$ cat src/rtl/vlane_mem_if.sv
// Per-lane memory interface: queues issue-stage loads/stores in order and drives a
// single valid/ready memory channel. Optional response timeout: VLANE_MEM_TIMEOUT_EN.
module vlane_mem_if #(
    parameter int LANES_DATA_WIDTH = 64,
    parameter int ADDR_W           = 32,
    parameter int QDEPTH           = 4,
    parameter int TIMEOUT_CYCLES   = 255
) (
    input  logic                        clk,
    input  logic                        rst,
    input  logic                        wait_load_signal,
    input  logic [4:0]                  load_destination,
    input  logic                        store_req,
    input  logic [LANES_DATA_WIDTH-1:0] wrdata,
    input  logic [LANES_DATA_WIDTH-1:0] indexed,
    input  logic                        indexed_op,
    input  logic [ADDR_W-1:0]           base_addr,
    output logic                        busy,
    output logic                        mem_req_valid,
    input  logic                        mem_req_ready,
    output logic                        mem_req_we,
    output logic [ADDR_W-1:0]           mem_req_addr,
    output logic [LANES_DATA_WIDTH-1:0] mem_req_wdata,
    input  logic                        mem_resp_valid,
    input  logic [LANES_DATA_WIDTH-1:0] mem_resp_rdata,
    output logic                        read_done,
    output logic [4:0]                  load_data_destination,
    output logic [LANES_DATA_WIDTH-1:0] data_from_load,
    output logic                        store_done,
    output logic                        protocol_err,
    output logic                        timeout_err
);

    localparam int PTR_W = (QDEPTH > 1) ? $clog2(QDEPTH) : 1;
    localparam int CNT_W = PTR_W + 1;

    typedef struct packed {
        logic                        we;
        logic [ADDR_W-1:0]           addr;
        logic [LANES_DATA_WIDTH-1:0] wdata;
        logic [4:0]                  dest;
    } req_t;

    typedef enum logic [1:0] {
        IDLE,
        REQ,
        WAIT_RESP
    } state_t;

    state_t           state;
    req_t             q_mem [QDEPTH];
    req_t             cur;
    req_t             new_entry;
    logic [PTR_W-1:0] wr_ptr;
    logic [PTR_W-1:0] rd_ptr;
    logic [CNT_W-1:0] count;
    logic             full;
    logic             empty;
    logic             push;
    logic             pop;
    logic             any_strobe;

    generate
        if (LANES_DATA_WIDTH > ADDR_W) begin : g_idx_hi
            logic unused_idx_hi;
            assign unused_idx_hi = ^indexed[LANES_DATA_WIDTH-1:ADDR_W];
        end
    endgenerate

    // NOTE: every signal gets a default at the top of always_comb so no path leaves it unassigned (no latch).
    always_comb begin
        new_entry       = '0;
        any_strobe      = wait_load_signal | store_req;
        full            = (count == CNT_W'(QDEPTH));
        empty           = (count == '0);
        push            = any_strobe & ~full;
        pop             = (state == IDLE) & ~empty;
        // A load wins over a simultaneous store; loads carry zero write data.
        new_entry.we    = ~wait_load_signal;
        new_entry.addr  = base_addr + (indexed_op ? indexed[ADDR_W-1:0] : '0);
        new_entry.wdata = wait_load_signal ? '0 : wrdata;
        new_entry.dest  = wait_load_signal ? load_destination : 5'd0;
    end

    assign busy          = full;
    assign mem_req_we    = cur.we;
    assign mem_req_addr  = cur.addr;
    assign mem_req_wdata = cur.wdata;

    // NOTE: the queue storage has no reset; the pointers and count alone define which entries are live.
    always_ff @(posedge clk) begin
        if (push) begin
            q_mem[wr_ptr] <= new_entry;
        end
    end

    always_ff @(posedge clk or negedge rst) begin
        if (!rst) begin
            wr_ptr <= '0;
            rd_ptr <= '0;
            count  <= '0;
        end else begin
            if (push) begin
                wr_ptr <= wr_ptr + PTR_W'(1);
            end
            if (pop) begin
                rd_ptr <= rd_ptr + PTR_W'(1);
            end
            case ({push, pop})
                2'b10:   count <= count + CNT_W'(1);
                2'b01:   count <= count - CNT_W'(1);
                default: count <= count;
            endcase
        end
    end

`ifdef VLANE_MEM_TIMEOUT_EN
    localparam int TMO_W = ($clog2(TIMEOUT_CYCLES + 1) > 8) ? $clog2(TIMEOUT_CYCLES + 1) : 8;
    logic [TMO_W-1:0] tmo_cnt;
`else
    assign timeout_err = 1'b0;
`endif

    always_ff @(posedge clk or negedge rst) begin
        if (!rst) begin
            state                 <= IDLE;
            cur                   <= '0;
            mem_req_valid         <= 1'b0;
            read_done             <= 1'b0;
            load_data_destination <= '0;
            data_from_load        <= '0;
            store_done            <= 1'b0;
            protocol_err          <= 1'b0;
`ifdef VLANE_MEM_TIMEOUT_EN
            timeout_err           <= 1'b0;
            tmo_cnt               <= '0;
`endif
        end else begin
            read_done             <= 1'b0;
            load_data_destination <= '0;
            data_from_load        <= '0;
            store_done            <= 1'b0;

            if ((any_strobe && full) || (wait_load_signal && store_req)) begin
                protocol_err <= 1'b1;
            end
            if (mem_resp_valid && (state != WAIT_RESP)) begin
                protocol_err <= 1'b1;
            end

            case (state)
                IDLE: begin
                    if (!empty) begin
                        cur           <= q_mem[rd_ptr];
                        mem_req_valid <= 1'b1;
                        state         <= REQ;
                    end
                end
                REQ: begin
                    if (mem_req_ready) begin
                        mem_req_valid <= 1'b0;
                        if (cur.we) begin
                            store_done <= 1'b1;
                            state      <= IDLE;
                        end else begin
                            state      <= WAIT_RESP;
`ifdef VLANE_MEM_TIMEOUT_EN
                            tmo_cnt    <= '0;
`endif
                        end
                    end
                end
                WAIT_RESP: begin
                    if (mem_resp_valid) begin
                        read_done             <= 1'b1;
                        load_data_destination <= cur.dest;
                        data_from_load        <= mem_resp_rdata;
                        state                 <= IDLE;
                    end
`ifdef VLANE_MEM_TIMEOUT_EN
                    // Give up on the response: retire the load with zero data.
                    else if (tmo_cnt == TMO_W'(TIMEOUT_CYCLES)) begin
                        read_done             <= 1'b1;
                        load_data_destination <= cur.dest;
                        data_from_load        <= '0;
                        timeout_err           <= 1'b1;
                        state                 <= IDLE;
                    end else begin
                        tmo_cnt <= tmo_cnt + TMO_W'(1);
                    end
`endif
                end
                default: begin
                    mem_req_valid <= 1'b0;
                    state         <= IDLE;
                end
            endcase
        end
    end

endmodule
$ cat config.mk
export PLATFORM = sky130hd
export DESIGN_NAME = vlane_mem_if
export DESIGN_NICKNAME = d
export VERILOG_FILES = /design/src/rtl/vlane_mem_if.sv
export SDC_FILE = /design/constraint.sdc
export NUM_CORES = 1
export LEC_CHECK = 0
export CAP_MARGIN = 20
export CORE_UTILIZATION = 48
export CTS_CLUSTER_SIZE = 25
export DETAILED_ROUTE_END_ITERATION = 10
export PLACE_DENSITY = 0.8
export SYNTH_ARGS = -nofsm -noshare
export SYNTH_HDL_FRONTEND = slang
export SYNTH_SLANG_ARGS = --single-unit
$ cat constraint.sdc
create_clock -name clk -period 3.7 [get_ports clk]
set_clock_uncertainty 0.1 [all_clocks]
set_input_delay 0.925 -clock clk [delete_from_list [all_inputs] [get_ports clk]]
set_output_delay 0.925 -clock clk [all_outputs]
set_load 0.03 [all_outputs]
==> impl_metrics.tcl, run 1 <==
set metrics [dict create \
    drcViolationCount 0 \
    die_h_um 227.1 \
    synthTopCellsByArea "edfxtp_1, dfrtp_1, mux4_2" \
    critical_path_arrival_ns 3.87 \
    rows 82 \
    ys_seq_elements 592 \
    ys.warnings.count 0 \
    worstSetupPathType "in2reg" \
    synth_compound_area_frac 0.02890 \
    path_clk_slew_ns 0.06 \
    whs_ns 0.2833 \
    antenna_left 0 \
    utilization 0.6141 \
    root_buffer "clkbuf_16" \
    cp_max_fo 4 \
    dpl.hpwl_um 34810 \
    drive_above_1_share 0.1543 \
    synth-seq-area-share 0.6928 \
    grt_pass1_wl_um 82260 \
    fin_crit_sh 0.9793 \
    hp-class "in2async" \
    worstRegToRegCells 5 \
    grtUsageTotal 0.2103 \
    p_total_mw 24.27 \
    cts_made_buffers 57 \
    pre_cts_ws_ns -0.5659 \
    synthTopCellsByCount "edfxtp_1, nand2_1, dfrtp_1" \
    grt_util_met1 0.2528 \
    via_count 14200 \
    postSynth.asyncResetShare 0.3108 \
    grt_pass1_vias 14840 \
    wl_per_cell_um 20.07 \
    period_minus_slack_ns 3.623 \
    syn-cell-area_mm2 0.02433 \
    die-area_mm2 0.05159 \
    syn_inst 1611 \
    status "completed" \
    htreeDepth 2 \
    tightest_slew_ns 0.7738 \
    setup_viol 0 \
    clkPwrFrac 0.230 \
    drt_first_pass_iters 5 \
    hold_viol_final 0 \
    yosysMostFrequentCell "edfxtp_1" \
    nFillCells 3626 \
    setup-tns-final_ns 0 \
    ir_drop_mv 0.4977 \
    register_area_mm2 0.01686 \
    synth_cell_types 52 \
    yosys.area.top_type_share 0.5035 \
    switching_share 0.3347 \
    reg2reg_from "count[1]" \
    grt_busiest_layer "met2" \
    r2r-end "mem_req_addr[7]" \
    drtIter0Drc 837 \
    antenna_found_initial 6 \
    grt_use_met3 0.05434 \
    fmax_mhz 276.0 \
    final_max_slew_viol_count 0 \
    port_buffers 374 \
    ys.flop_type "edfxtp_1" \
    grt_use_met2 0.3737 \
    cp.required_ns 3.94 \
    antenna_cells 0 \
    synth_edf_count 408 \
    placed_cells 2584 \
    cap_violations 0 \
    clock_latency_ns 0.60 \
    wl_um 54070 \
    placed_area_mm2 0.02883 \
    cts_sinks 592 \
    power_leakage_nw 12.07 \
    area_growth_pct 26.36 \
    cts_tree "built" \
    r2r_slack_ns 1.11 \
    grt_overflow_total 0 \
    clk_path_buf_depth 3 \
    via_per_inst 5.269 \
    seqPwrFrac 0.419 \
    place.gp.congestion 0.8856 \
    synth_fa_ha_area_frac 0.02016 \
    p_int_mw 16.15 \
    design_area_mm2 0.03074 \
    synth_mux_area_frac 0.09442 \
    rsz0062_at_grt "false" \
    p_comb_frac 0.351 \
    p_sw_mw 8.123 \
    powerDensity_mw_per_mm2 789.4 \
    synth_xor_area_frac 0.01296 \
    yosys.area.top_type "edfxtp_1" \
    synth_top_family_by_area "simple AND/OR/NAND/NOR gates" \
    slew_headroom 0.4841 \
    multi_input_area_mm2 0.006497 \
    die_x_um 227.1 \
    core_mm2 0.05007 \
    end_kind "register" \
    syn-num-nets 1885 \
    critPathLaunchType "input port" \
    num-nets-final 2248 \
    start_util 0.4860 \
    final_cells 2694 \
    grt_max_degree 104 \
    synth-simple-area-share 0.1070 \
    synth_area_per_cell_um2 15.10 \
    setup_ws_ns 0.07655 \
    io_pins 408 \
]
==> flip-flops by register name (all words and copies together) (netlist names) <==
signal                 flops
count                      3
cur                        5
data_from_load            64
load_data_destination      5
mem_req_addr              32
mem_req_valid              1
mem_req_wdata             64
mem_req_we                 1
protocol_err               1
q_mem                    408
rd_ptr                     2
read_done                  1
state                      2
store_done                 1
wr_ptr                     2
==> power groups by stage <==
stage	Clock (mW)	Sequential (mW)	Combinational, mW
finish	5.58	10.2	8.51
global route	5.94	10.4	9.21
CTS	5.70	10.2	8.64
detailed placement	0	10.3	8.58
global placement	0	10.2	8.38
floorplan	0	10.1	6.04
==> layer usage <==
metal,share of wire,wire (um)
met1,0.39,20900
met2,0.51,27720
met3,0.078,4210
met4,0.021,1162
met5,0.0014,74
==> worst max-delay path: stages <==
cell and delay (ns):
clkdlybuf4s50_1 0.41, and2_1 0.15, ha_1 0.23, fa_2 0.39, a21o_1 0.21, a221o_1 0.38, a211oi_4 0.38, buf_4 0.17
o21a_2 0.16, o21ai_2 0.10, a31oi_2 0.25, xnor2_2 0.11
==> final cells by class <==
cell class / count / area share
flip-flops and latches: 592 / 0.5485
multi-input cells: 837 / 0.2113
clock buffers: 86 / 0.05506
well taps: 672 / 0.02735
clock inverters: 21 / 0.004517
repair buffers: 472 / 0.1514
inverters: 14 / 0.001791
==> repair_timing <==
| item | 4_1_cts | 5_1_grt |
|---|---|---|
| setup buffers | 0 | 3 |
| setup endpoints to repair | 0 | 12 |
| hold buffers | 0 | 0 |
| gates resized for setup | 0 | 10 |
==> cell families after synthesis <==
logic type | Yosys count
DFF | 592
buffers and inverters | 182
muxes | 102
adders and majority gates | 38
AOI/OAI and AO/OA | 104
other | 1
xor gates and xnor gates | 36
and+or+nand+nor | 556
==> how the worst max path moves through the flow <==
stage,startpoint,to,slack [ns]
6_report,indexed_op,q_mem[0][87],0.08
3_5_place_dp,indexed_op,q_mem[3][99],-0.57
3_3_place_gp,indexed_op,q_mem[0][99],-0.53
2_1_floorplan,indexed[0],q_mem[0][97],0.17
5_1_grt,indexed_op,q_mem[2][87],0.002
4_1_cts,indexed_op,q_mem[1][99],0.08
==> cell usage in the layout (no fill, tap or decap), types with 5 or more instances in the layout <==
master           instances
ha_1                    36
inv_1                   13
clkinv_2                 7
xor2_1                  15
nor2_1                  18
o21ai_1                  7
nand2_1                328
nand4_1                  5
clkbuf_8                10
buf_4                   85
clkinv_1                 9
buf_12                  14
a21oi_1                 31
xnor2_1                 18
dfrtp_1                182
nor2b_1                 66
and3_1                   9
and2_1                 108
edfxtp_1               408
clkdlybuf4s50_1        372
clkbuf_16               60
clkbuf_1                16
mux4_2                 102
nand3_1                  5
a21o_1                  18
o21ai_0                 12
Power figures use the tool's default switching activity.
==> run 2: changes to the inputs <==
--- a/config.mk
+++ b/config.mk
@@ -10,6 +10,7 @@
 export CTS_CLUSTER_SIZE = 25
 export DETAILED_ROUTE_END_ITERATION = 10
 export PLACE_DENSITY = 0.8
+export SLEW_MARGIN = 10
 export SYNTH_ARGS = -nofsm -noshare
 export SYNTH_HDL_FRONTEND = slang
 export SYNTH_SLANG_ARGS = --single-unit
==> results of run 2 <==
The final DEF is identical to that of run 1; final timing and power are the same.
==> run 3: changes to the inputs <==
--- a/config.mk
+++ b/config.mk
@@ -6,6 +6,7 @@
 export NUM_CORES = 1
 export LEC_CHECK = 0
 export CAP_MARGIN = 20
+export CORE_ASPECT_RATIO = 1.1
 export CORE_UTILIZATION = 48
 export CTS_CLUSTER_SIZE = 25
 export DETAILED_ROUTE_END_ITERATION = 10
==> impl_metrics.tcl, run 3 (synthesis results as in run 1) <==
set metrics [dict create \
    worstSetupPathType "in2reg" \
    port_buffers 374 \
    fmax_mhz 276.8 \
    wl_per_cell_um 19.73 \
    drtIter0Drc 853 \
    via_per_inst 5.208 \
    cp.required_ns 3.91 \
    placed_cells 2587 \
    fin_crit_sh 0.9765 \
    wl_um 53100 \
    largest_reg_flops 408 \
    cts_made_buffers 54 \
    hp-class "in2async" \
    slew_headroom 0.3285 \
    tightest_slew_ns 1.007 \
    dpl.hpwl_um 33830 \
    r2r-end "count[1]" \
    p_comb_frac 0.353 \
    path_depth 11 \
    clk_path_buf_depth 3 \
    seqPwrFrac 0.423 \
    num-nets-final 2259 \
    die-area_mm2 0.05159 \
    p_sw_mw 8.033 \
    startpoint "indexed_op" \
    drive_above_1_share 0.1547 \
    antenna_found_initial 2 \
    final_cells 2691 \
    power_leakage_nw 12.06 \
    grtUsageTotal 0.2064 \
    powerDensity_mw_per_mm2 783.3 \
    place.gp.congestion 0.8705 \
    worstSetupEndpoint "q_mem[0][97]" \
    path_cells "clkdlybuf4s50_1, and2_1, ha_2, fa_2, a21o_1, a221o_1, a211oi_4, o211ai_2, o211ai_4, a31oi_1, xor2_1" \
    end_kind "register" \
    path_delay_family "compound AO/OA/AOI/OAI gates" \
    cp_max_fo 5 \
    clock_latency_ns 0.60 \
    cp_slowest_cell "clkdlybuf4s50_1" \
    switching_share 0.3340 \
    clkPwrFrac 0.223 \
    layout_common_cells "edfxtp_1, clkdlybuf4s50_1, nand2_1" \
    max_stage_delay_ns 0.44 \
    die_x_um 216.7 \
    die_h_um 238.1 \
    ir_drop_mv 0.4591 \
    drcViolationCount 0 \
    setup_viol 0 \
    utilization 0.6137 \
    critPathLaunchType "input port" \
    core_mm2 0.05004 \
    crit_buf_inv 1 \
    cts_tree "built" \
    start_util 0.4863 \
    cts_sinks 592 \
    whs_ns 0.2017 \
    reg2reg_from "count[1]" \
    critical_path_arrival_ns 3.82 \
    setup-tns-final_ns 0 \
    grt_max_degree 104 \
    htreeDepth 2 \
    r2r_slack_ns 1.23 \
    path_clk_slew_ns 0.06 \
    worstRegToRegCells 7 \
    io_pins 408 \
    grt_overflow_total 0 \
    p_total_mw 24.05 \
    nFillCells 3639 \
    rsz0062_at_grt "false" \
    rows 86 \
    cap_violations 0 \
    period_minus_slack_ns 3.613 \
    hold_viol_final 0 \
    drt_first_pass_iters 4 \
    p_int_mw 16.02 \
    top_register "q_mem" \
    grt_pass1_wl_um 81050 \
    via_count 14020 \
    final_max_slew_viol_count 0 \
    antenna_left 0 \
    root_buffer "clkbuf_16" \
    final_common_cell "edfxtp_1" \
    grt_pass1_vias 14840 \
    area_growth_pct 26.20 \
    ctsHoldBuffers 0 \
    status "completed" \
]
run 3: cell types whose count changed in the layout (fill, tap and decap cells not counted), sizes merged:
cell / change
clkinvlp: +1
inv: +2
bufinv: -1
diode: +1
buf: +14
clkinv: -8
run 3: worst min path at each step:
stage	start	to	slack [ns]	cells after the start
after floorplan	cur[0]	cur[0]	0.34	2
after global placement	cur[4]	cur[4]	0.36	2
after detailed placement	cur[1]	cur[1]	0.36	2
after CTS	rst	data_from_load[31]	0.18	1
after global routing	rst	data_from_load[11]	0.20	1
final	rst	data_from_load[11]	0.20	1
run 3: power by group through the flow:
stage | clock (mW) | sequential (mW) | combinational (mW)
after CTS | 5.50 | 10.2 | 8.68
after floorplan | 0 | 10.1 | 6.04
final | 5.37 | 10.2 | 8.50
after detailed placement | 0 | 10.3 | 8.62
after global placement | 0 | 10.2 | 8.47
after global routing | 5.75 | 10.3 | 9.17
run 3: what timing repair did:
action	CTS	global route
gates resized for setup	0	3
buffers inserted	0	2
endpoints found under the setup margin	0	12
run 3: per-layer routing:
metal / track usage / up-vias / wire [um]
li1: - / 6409 / -
met1: 0.2465 / 7056 / 21010
met2: 0.3740 / 458 / 27670
met3: 0.03926 / 88 / 3057
met4: 0.06786 / 4 / 1332
met5: 0 / - / 27
run 3: final cells by class:
cell class | count | area, um2 | area share
Sequential cell | 592 | 16860 | 0.5492
Inverter | 14 | 55.05 | 0.001793
Clock buffer | 86 | 1647 | 0.05363
Clock inverter | 15 | 100.1 | 0.003260
Multi-Input combinational cell | 837 | 6450 | 0.2101
Timing Repair Buffer | 486 | 4761 | 0.1551
Tap cell | 660 | 825.8 | 0.02689
Antenna cell | 1 | 2.502 | 0.00008150
run 3: stage by stage:
step | area [um2] | worst slack, ns
global placement | 28930 | -0.5533
finish | 30700 | 0.08702
floorplan | 24340 | 0.1743
detailed placement | 28930 | -0.5994
global route | 30700 | 0.006951
CTS | 30670 | 0.03018
